===== config.mk =====
export PLATFORM = sky130hd
export DESIGN_NAME = uart_frame_parser
export DESIGN_NICKNAME = d
export VERILOG_FILES = /design/src/rtl/uart_frame_pkg.sv /design/src/rtl/uart_frame_parser.sv
export SDC_FILE = /design/constraint.sdc
export NUM_CORES = 1
export LEC_CHECK = 0
export CORE_MARGIN = 5
export CORE_UTILIZATION = 45
export DETAILED_ROUTE_END_ITERATION = 12
export MAX_ROUTING_LAYER = met4
export PLACE_DENSITY = 0.67
export SYNTH_ARGS = -nofsm -noshare
export SYNTH_HDL_FRONTEND = slang
export SYNTH_SLANG_ARGS = --single-unit

===== constraint.sdc =====
create_clock -name clk -period 3.85 [get_ports clk]
set_input_delay 0.9625 -clock clk [delete_from_list [all_inputs] [get_ports clk]]
set_output_delay 0.9625 -clock clk [all_outputs]
set_load 0.1 [all_outputs]

===== src/rtl/uart_frame_pkg.sv =====
// rtl/uart_frame_pkg.sv - shared types and constants for the UART frame parser
package uart_frame_pkg;
  localparam int LEN_W = 3;

  localparam logic [7:0] SOF_BYTE = 8'h55;
  localparam logic [7:0] ACK_BYTE = 8'h06;
  localparam logic [7:0] NAK_BYTE = 8'h15;

  typedef enum logic [2:0] {
    IDLE    = 3'd0,
    GET_CMD = 3'd1,
    GET_LEN = 3'd2,
    GET_PAY = 3'd3,
    GET_CHK = 3'd4
  } state_t;
endpackage


===== src/rtl/uart_frame_parser.sv =====
// rtl/uart_frame_parser.sv - SOF/CMD/LEN/PAYLOAD/CHK frame parser with ACK/NAK response
module uart_frame_parser
  import uart_frame_pkg::*;
#(
  parameter int MAX_LEN        = 4,
  parameter int TIMEOUT_CYCLES = 500000
) (
  input  logic                 clk,
  input  logic                 rst,
  input  logic [7:0]           rx_data,
  input  logic                 rx_valid,
  input  logic                 tx_busy,
  output logic [7:0]           tx_data,
  output logic                 tx_start,
  output logic                 cmd_valid,
  output logic [7:0]           cmd_code,
  output logic [LEN_W-1:0]     cmd_len,
  output logic [8*MAX_LEN-1:0] cmd_payload,
  output logic                 resp_drop,
  output logic [7:0]           err_cnt
);
  localparam int TO_W = $clog2(TIMEOUT_CYCLES + 1);

  state_t               r_state;
  logic                 r_rx_valid_q;
  logic [TO_W-1:0]      r_to_cnt;
  logic [7:0]           r_code;
  logic [7:0]           r_chk;
  logic [LEN_W-1:0]     r_len;
  logic [LEN_W-1:0]     r_idx;
  logic [8*MAX_LEN-1:0] r_pay;
  logic                 r_cmd_valid;
  logic [7:0]           r_cmd_code;
  logic [LEN_W-1:0]     r_cmd_len;
  logic [8*MAX_LEN-1:0] r_cmd_payload;
  logic [7:0]           r_err_cnt;
  logic                 r_resp_pending;
  logic                 r_guard;
  logic                 r_resp_drop;
  logic [7:0]           r_tx_data;

  logic       w_byte_acc;
  logic       w_oversize;
  logic       w_chk_ok;
  logic       w_timeout;
  logic       w_queue;
  logic       w_err;
  logic       w_tx_start;
  logic [7:0] w_resp_byte;

  // uartRX may hold valid for several cycles; only its rising edge carries a byte
  assign w_byte_acc  = rx_valid && !r_rx_valid_q;
  assign w_oversize  = rx_data > 8'(MAX_LEN);
  assign w_chk_ok    = rx_data == r_chk;
  assign w_timeout   = !w_byte_acc && (r_state != IDLE) &&
                       (r_to_cnt == TO_W'(TIMEOUT_CYCLES));
  assign w_queue     = w_byte_acc &&
                       (((r_state == GET_LEN) && w_oversize) || (r_state == GET_CHK));
  assign w_resp_byte = ((r_state == GET_CHK) && w_chk_ok) ? ACK_BYTE : NAK_BYTE;
  assign w_err       = (w_queue && (w_resp_byte == NAK_BYTE)) || w_timeout;
  // r_guard masks tx_busy for the cycle after a send, before uartTX raises busy
  assign w_tx_start  = r_resp_pending && !tx_busy && !r_guard;

  always_ff @(posedge clk) begin
    if (rst) begin
      r_state       <= IDLE;
      r_rx_valid_q  <= 1'b0;
      r_to_cnt      <= '0;
      r_code        <= '0;
      r_chk         <= '0;
      r_len         <= '0;
      r_idx         <= '0;
      r_pay         <= '0;
      r_cmd_valid   <= 1'b0;
      r_cmd_code    <= '0;
      r_cmd_len     <= '0;
      r_cmd_payload <= '0;
      r_err_cnt     <= '0;
    end else begin
      r_rx_valid_q <= rx_valid;
      r_cmd_valid  <= 1'b0;
      if (w_err && (r_err_cnt != 8'hFF)) r_err_cnt <= r_err_cnt + 8'd1;
      if (w_byte_acc) begin
        r_to_cnt <= '0;
        case (r_state)
          IDLE: if (rx_data == SOF_BYTE) r_state <= GET_CMD;
          GET_CMD: begin
            r_code  <= rx_data;
            r_chk   <= rx_data;
            r_state <= GET_LEN;
          end
          GET_LEN: begin
            if (w_oversize) begin
              r_state <= IDLE;
            end else begin
              r_len   <= rx_data[LEN_W-1:0];
              r_chk   <= r_chk ^ rx_data;
              r_pay   <= '0;
              r_idx   <= '0;
              r_state <= (rx_data == 8'd0) ? GET_CHK : GET_PAY;
            end
          end
          GET_PAY: begin
            for (int i = 0; i < MAX_LEN; i++) begin
              if (r_idx == LEN_W'(i)) r_pay[8*i +: 8] <= rx_data;
            end
            r_chk <= r_chk ^ rx_data;
            r_idx <= r_idx + 1'b1;
            if ((r_idx + 1'b1) == r_len) r_state <= GET_CHK;
          end
          GET_CHK: begin
            if (w_chk_ok) begin
              r_cmd_valid   <= 1'b1;
              r_cmd_code    <= r_code;
              r_cmd_len     <= r_len;
              r_cmd_payload <= r_pay;
            end
            r_state <= IDLE;
          end
          default: r_state <= IDLE;
        endcase
      end else if (r_state != IDLE) begin
        if (w_timeout) begin
          r_state  <= IDLE;
          r_to_cnt <= '0;
        end else begin
          r_to_cnt <= r_to_cnt + 1'b1;
        end
      end
    end
  end

  always_ff @(posedge clk) begin
    if (rst) begin
      r_resp_pending <= 1'b0;
      r_guard        <= 1'b0;
      r_resp_drop    <= 1'b0;
      r_tx_data      <= '0;
    end else begin
      r_guard <= w_tx_start;
      if (w_tx_start) r_resp_pending <= 1'b0;
      // one response slot: a new one arriving while it is occupied is lost
      if (w_queue) begin
        if (r_resp_pending) begin
          r_resp_drop <= 1'b1;
        end else begin
          r_resp_pending <= 1'b1;
          r_tx_data      <= w_resp_byte;
        end
      end
    end
  end

  assign tx_data     = r_tx_data;
  assign tx_start    = w_tx_start;
  assign cmd_valid   = r_cmd_valid;
  assign cmd_code    = r_cmd_code;
  assign cmd_len     = r_cmd_len;
  assign cmd_payload = r_cmd_payload;
  assign resp_drop   = r_resp_drop;
  assign err_cnt     = r_err_cnt;
endmodule

# Yosys cells after proc, flatten, opt, wreduce, memory -nomap -nowiden
# Index checks and enable logic that the tools add are counted.
# op_classes
n_mux	24
reduce_logical	38
n_eq_ne	20
addsub	3
n_lt_le_gt_ge	1
bitwise_logic	5
# op_table
op	count
32-bit case mux with 2 select lines	1
8-bit 2-to-1 mux	5
32-bit 2-to-1 mux	1
3-bit 2-to-1 mux	8
8-bit case mux with 3 select lines	1
4-bit AND reduction	5
19-bit by 1-bit adder with 19-bit output (second input constant)	1
19-bit equality test (second input constant)	1
19-bit 2-to-1 mux	1
3-bit by 2-bit equality test with 1-bit output (second input constant)	4
3-bit case mux with 4 select lines	1
3-bit AND reduction	4
1-bit logical AND	10
2-bit inequality test (second input constant)	5
8-bit by 1-bit adder with 8-bit output (second input constant)	1
8-bit by 7-bit equality test with 1-bit output (second input constant)	1
8-bit equality test	1
8-bit by 3-bit > comparator with 1-bit output (second input constant)	1
8-bit zero test	1
8-bit inequality test (second input constant)	1
8-bit bitwise XOR	1
3-bit by 1-bit equality test with 1-bit output (second input constant)	2
3-bit zero test	2
3-bit inequality test (second input constant)	2
other kinds (15)	30
# word_totals
in_bits	12
regBits	140
word_cells	111

# Logic depth before layout (Yosys ltp)
# logic_depth
depth_word	8
mapped_depth	9
ltp_nobuf	8

# Worst setup path before layout
# OpenSTA, ideal clock, no wires.
# synth_timing
kind	input -> output
from	in tx_busy
to	out tx_start
path_slack_ps	-320
arrival_ps	3207
stages	1
cell_sequence	nor3b_1
# synth_via
elab_chain_len	3
# synth_lines
element	line_no	source
from (decl)	uart_frame_parser.sv:12	input logic tx_busy,
1-bit zero test	uart_frame_parser.sv:62	assign w_tx_start = r_resp_pending && !tx_busy && !r_guard;
1-bit logical AND (2 in series)	uart_frame_parser.sv:62	
to (decl)	uart_frame_parser.sv:14	output logic tx_start,
# No other way between the ends.

# Final worst setup path
# layout_timing
from	in rx_data[2]
to	reg r_err_cnt[7], in the netlist err_cnt[7]
# layout_via
elab_chain_len	7
word_cells_on_any_way	11
# layout_lines
element	line_no	source
from (decl)	uart_frame_parser.sv:10	input logic [7:0] rx_data,
8-bit by 3-bit > comparator with 1-bit output or 8-bit equality test (tied branches)	uart_frame_parser.sv:53, uart_frame_parser.sv:54	
1-bit logical AND (on tied branches)	uart_frame_parser.sv:58, uart_frame_parser.sv:59	
1-bit logical OR or 5-bit 2-to-1 mux (tied branches)	uart_frame_parser.sv:58, uart_frame_parser.sv:59	
1-bit logical AND or 5-bit equality test (tied branches)	uart_frame_parser.sv:57, uart_frame_parser.sv:60	
1-bit logical AND (*)	uart_frame_parser.sv:60	assign w_err = (w_queue && (w_resp_byte == NAK_BYTE)) || w_timeout;
1-bit logical OR (*)	uart_frame_parser.sv:60	
1-bit logical AND (*)	uart_frame_parser.sv:82	if (w_err && (r_err_cnt != 8'hFF)) r_err_cnt <= r_err_cnt + 8'd1;
to (signal assigned)	uart_frame_parser.sv:82	
to (decl)	uart_frame_parser.sv:36	logic [7:0] r_err_cnt;
# Mark *: on every way between the ends. The rest lies on a longest branch, timed or not.
# A chain may end at the register's enable or synchronous reset.

==> results.sh <==
export IMPL_die_x_um=122
export IMPL_postSynthCellCount=683
export IMPL_synthTopCellsByArea="dfxtp_1, nand2_1, a21oi_1"
export IMPL_num_vias=4771
export IMPL_crit_top_cell="o21ai_0"
export IMPL_yosysTopAreaCellShare=0.481
export IMPL_yosys_warnings=0
export IMPL_first_pass_iters=5
export IMPL_grt_pass1_vias=4577
export IMPL_cts_setup_buffers=0
export IMPL_fin_worst_skew_ns=0.00603
export IMPL_max_stage_delay_ns=0.67
export IMPL_period_share=0.785
export IMPL_syn2layout_area_growth_pct=25.3
export IMPL_clockBufferDepth=2
export IMPL_peakVddDrop_mv=0.256
export IMPL_reg2reg_from="r_to_cnt[4]$_SDFFE_PP0N_"
export IMPL_clkSinkCount=135
export IMPL_antenna_cells=0
export IMPL_cp_cell_sequence="clkdlybuf4s50_1, o21ai_0, a31oi_1, o21ai_0, a211o_1, or4_1, a21oi_1"
export IMPL_cp_startpoint="rx_data[2]"
export IMPL_drcViolationCount=0
export IMPL_critPathCaptureType="flip-flop"
export IMPL_hold_buffers=0
export IMPL_dp_hpwl_um=9020
export IMPL_async_flop_share=0
export IMPL_cts_htree_levels=4
export IMPL_yosysMostFrequentCell="dfxtp_1"
export IMPL_cts_tree="done"
export IMPL_grt_pass1_wl_um=22300
export IMPL_cts_resized=0
export IMPL_p_per_area_nw_per_um2=429
export IMPL_detail_route_wl_per_cell_um=14.3
export IMPL_grt_overflow=0
export IMPL_drv_cap=0
export IMPL_antenna_found_initial=0
export IMPL_post_route_min_period_ns=3.02
export IMPL_synthFlopType="dfxtp_1"
export IMPL_slew_headroom=0.219
export IMPL_worst_pin_slew_ns=1.16
export IMPL_cts_buffers=17
export IMPL_start_util=0.464
export IMPL_wirelength_um=13200
export IMPL_critical_path_slowest_cell="clkdlybuf4s50_1"
export IMPL_ys_ff_latch=135
export IMPL_criticalPathCategory="primary input to flip-flop"
export IMPL_synth_edff_count=0
export IMPL_dr_first_iter_drc_count=410
export IMPL_cp_required_ns=4.20
export IMPL_synth_top_cell_by_area="dfxtp_1"
export IMPL_clock_latency_ns=0.42
export IMPL_p_leak_uw=0.00236
export IMPL_io_buffer_count=69
export IMPL_finalMaxSlewViolations=0
export IMPL_grt_usage=0.195
export IMPL_seq_area_frac_synth=0.481
export IMPL_wl_met3_um=899
export IMPL_hold_viol_final=0
export IMPL_m1WireLength_um=6110
export IMPL_netlist_area_um2=5620
export IMPL_met2WireLength_um=5930
export IMPL_fmax_mhz=331
export IMPL_nNetsFinal=763
export IMPL_num_rows=40
export IMPL_status="complete, no violations"
export IMPL_finalWeightedCongestion=0.906
export IMPL_crit_arrival_ns=3.37
export IMPL_ys_top_cells_by_count="dfxtp_1, nand2_1, nor2_1"
export IMPL_setup_violations=0
export IMPL_whs_ns=0.450
export IMPL_cts_root_buf="clkbuf_16"
export IMPL_hp_start="cmd_payload[1]$_SDFFE_PP0P_"
export IMPL_path_clk_slew_ns=0.06
export IMPL_p_total_uw=3030
export IMPL_hold_path_class="flip-flop to flip-flop"
export IMPL_drive_gt1_frac=0.0741
export IMPL_yosysUniqueCellTypes=43
export IMPL_coreArea_um2=12100
export IMPL_die_h_um=122
export IMPL_crit_fanout=13
export IMPL_design_die_area_um2=14800
export IMPL_antenna_left=0
export IMPL_rsz0062_at_grt="no"
export IMPL_finalSetupTns_ns=0
export IMPL_synth_area_per_cell_um2=8.23
export IMPL_vias_per_cell=5.16
export IMPL_top_layer="met4"
export IMPL_worst_setup_path_start_kind="primary input"
export IMPL_grt_max_degree=68
export IMPL_io_pins=74
[logic make-up after synthesis]
logic type,synth area share
AO/OA/AOI/OAI,0.117
buffers and inverters,0.0416
multiplexers,0.0623
other,0.000667
adder cells (fa/ha/maj),0.0178
AND/OR/NAND/NOR,0.234
flip-flops,0.481
XOR/XNOR,0.0452
[cell type report]
cell class | count | area [um^2]
clock buffer | 17 | 425
tap | 168 | 210
timing repair buffer | 84 | 811
fill | 1109 | 5070
clock inverter | 15 | 148
inverter | 11 | 41.3
multi-input combinational | 494 | 2710
sequential | 135 | 2700
[power breakdown]
part | total (uW) | switching, uW | internal, uW
clock network | 1550 | 646 | 899
logic | 81.6 | 61.5 | 20.1
registers | 1400 | 0.309 | 1400
total | 3030 | 708 | 2320
[final timing paths]
check	cells after the start	endpoint	slack (ns)
max	7	err_cnt[7]$_SDFFE_PP0P_	0.83
max reg2reg	6	err_cnt[7]$_SDFFE_PP0P_	0.90
min	2	cmd_payload[1]$_SDFFE_PP0P_	0.45
min reg2reg	2	cmd_payload[1]$_SDFFE_PP0P_	0.45
[worst max-delay path, delay by kind of cell]
| family | cells | cell delay (ns) |
|---|---|---|
| and+or+nand+nor | 1 | 0.50 |
| AOI/OAI and AO/OA | 5 | 1.24 |
| buffers and inverters | 1 | 0.67 |
[cell usage in the layout, fill, tap and decap left out, types with 4 or more instances in the layout]
cell type	Yosys	final
clkdlybuf4s50_1	0	67
a31oi_1	5	5
ha_1	8	8
o211ai_1	9	9
clkinv_4	0	4
o21ai_0	16	16
a21oi_1	81	81
clkbuf_16	0	17
nand4_1	6	6
clkinvlp_4	0	6
xor2_1	13	13
or3_1	7	7
nand2_1	129	129
nor2_1	82	82
dfxtp_1	135	135
buf_4	5	16
xnor2_1	16	16
inv_1	11	11
and3_1	11	11
or2_2	4	4
nor3_1	15	15
conb_1	1	4
mux2i_1	35	35
nor2b_1	6	6
nand3_1	19	19
[flip-flops by register name, indices dropped and copies added (netlist names)]
register,count
cmd_code,8
cmd_len,3
cmd_payload,32
cmd_valid,1
err_cnt,8
r_chk,8
r_code,8
r_guard,1
r_idx,3
r_len,3
r_pay,32
r_resp_pending,1
r_rx_valid_q,1
r_state,3
r_to_cnt,19
resp_drop,1
tx_data,3
[layer usage]
layer,track usage,up-vias
met5,-,-
met4,0.0693,0
met3,0.0645,23
met2,0.286,140
met1,0.251,2188
li1,-,2420
[stage by stage]
| step | setup WS (ns) | utilization | std cells | cell area (um^2) |
|---|---|---|---|---|
| 2_1_floorplan | 0.694 | - | 686 | 5640 |
| 3_3_place_gp | 0.497 | 0.534 | 892 | 6470 |
| 3_5_place_dp | 0.457 | 0.534 | 892 | 6470 |
| 4_1_cts | 0.858 | 0.582 | 924 | 7050 |
| 5_1_grt | 0.745 | 0.582 | 924 | 7050 |
| 6_report | 0.826 | 0.582 | 924 | 7050 |
Power figures use the tool's default switching activity.
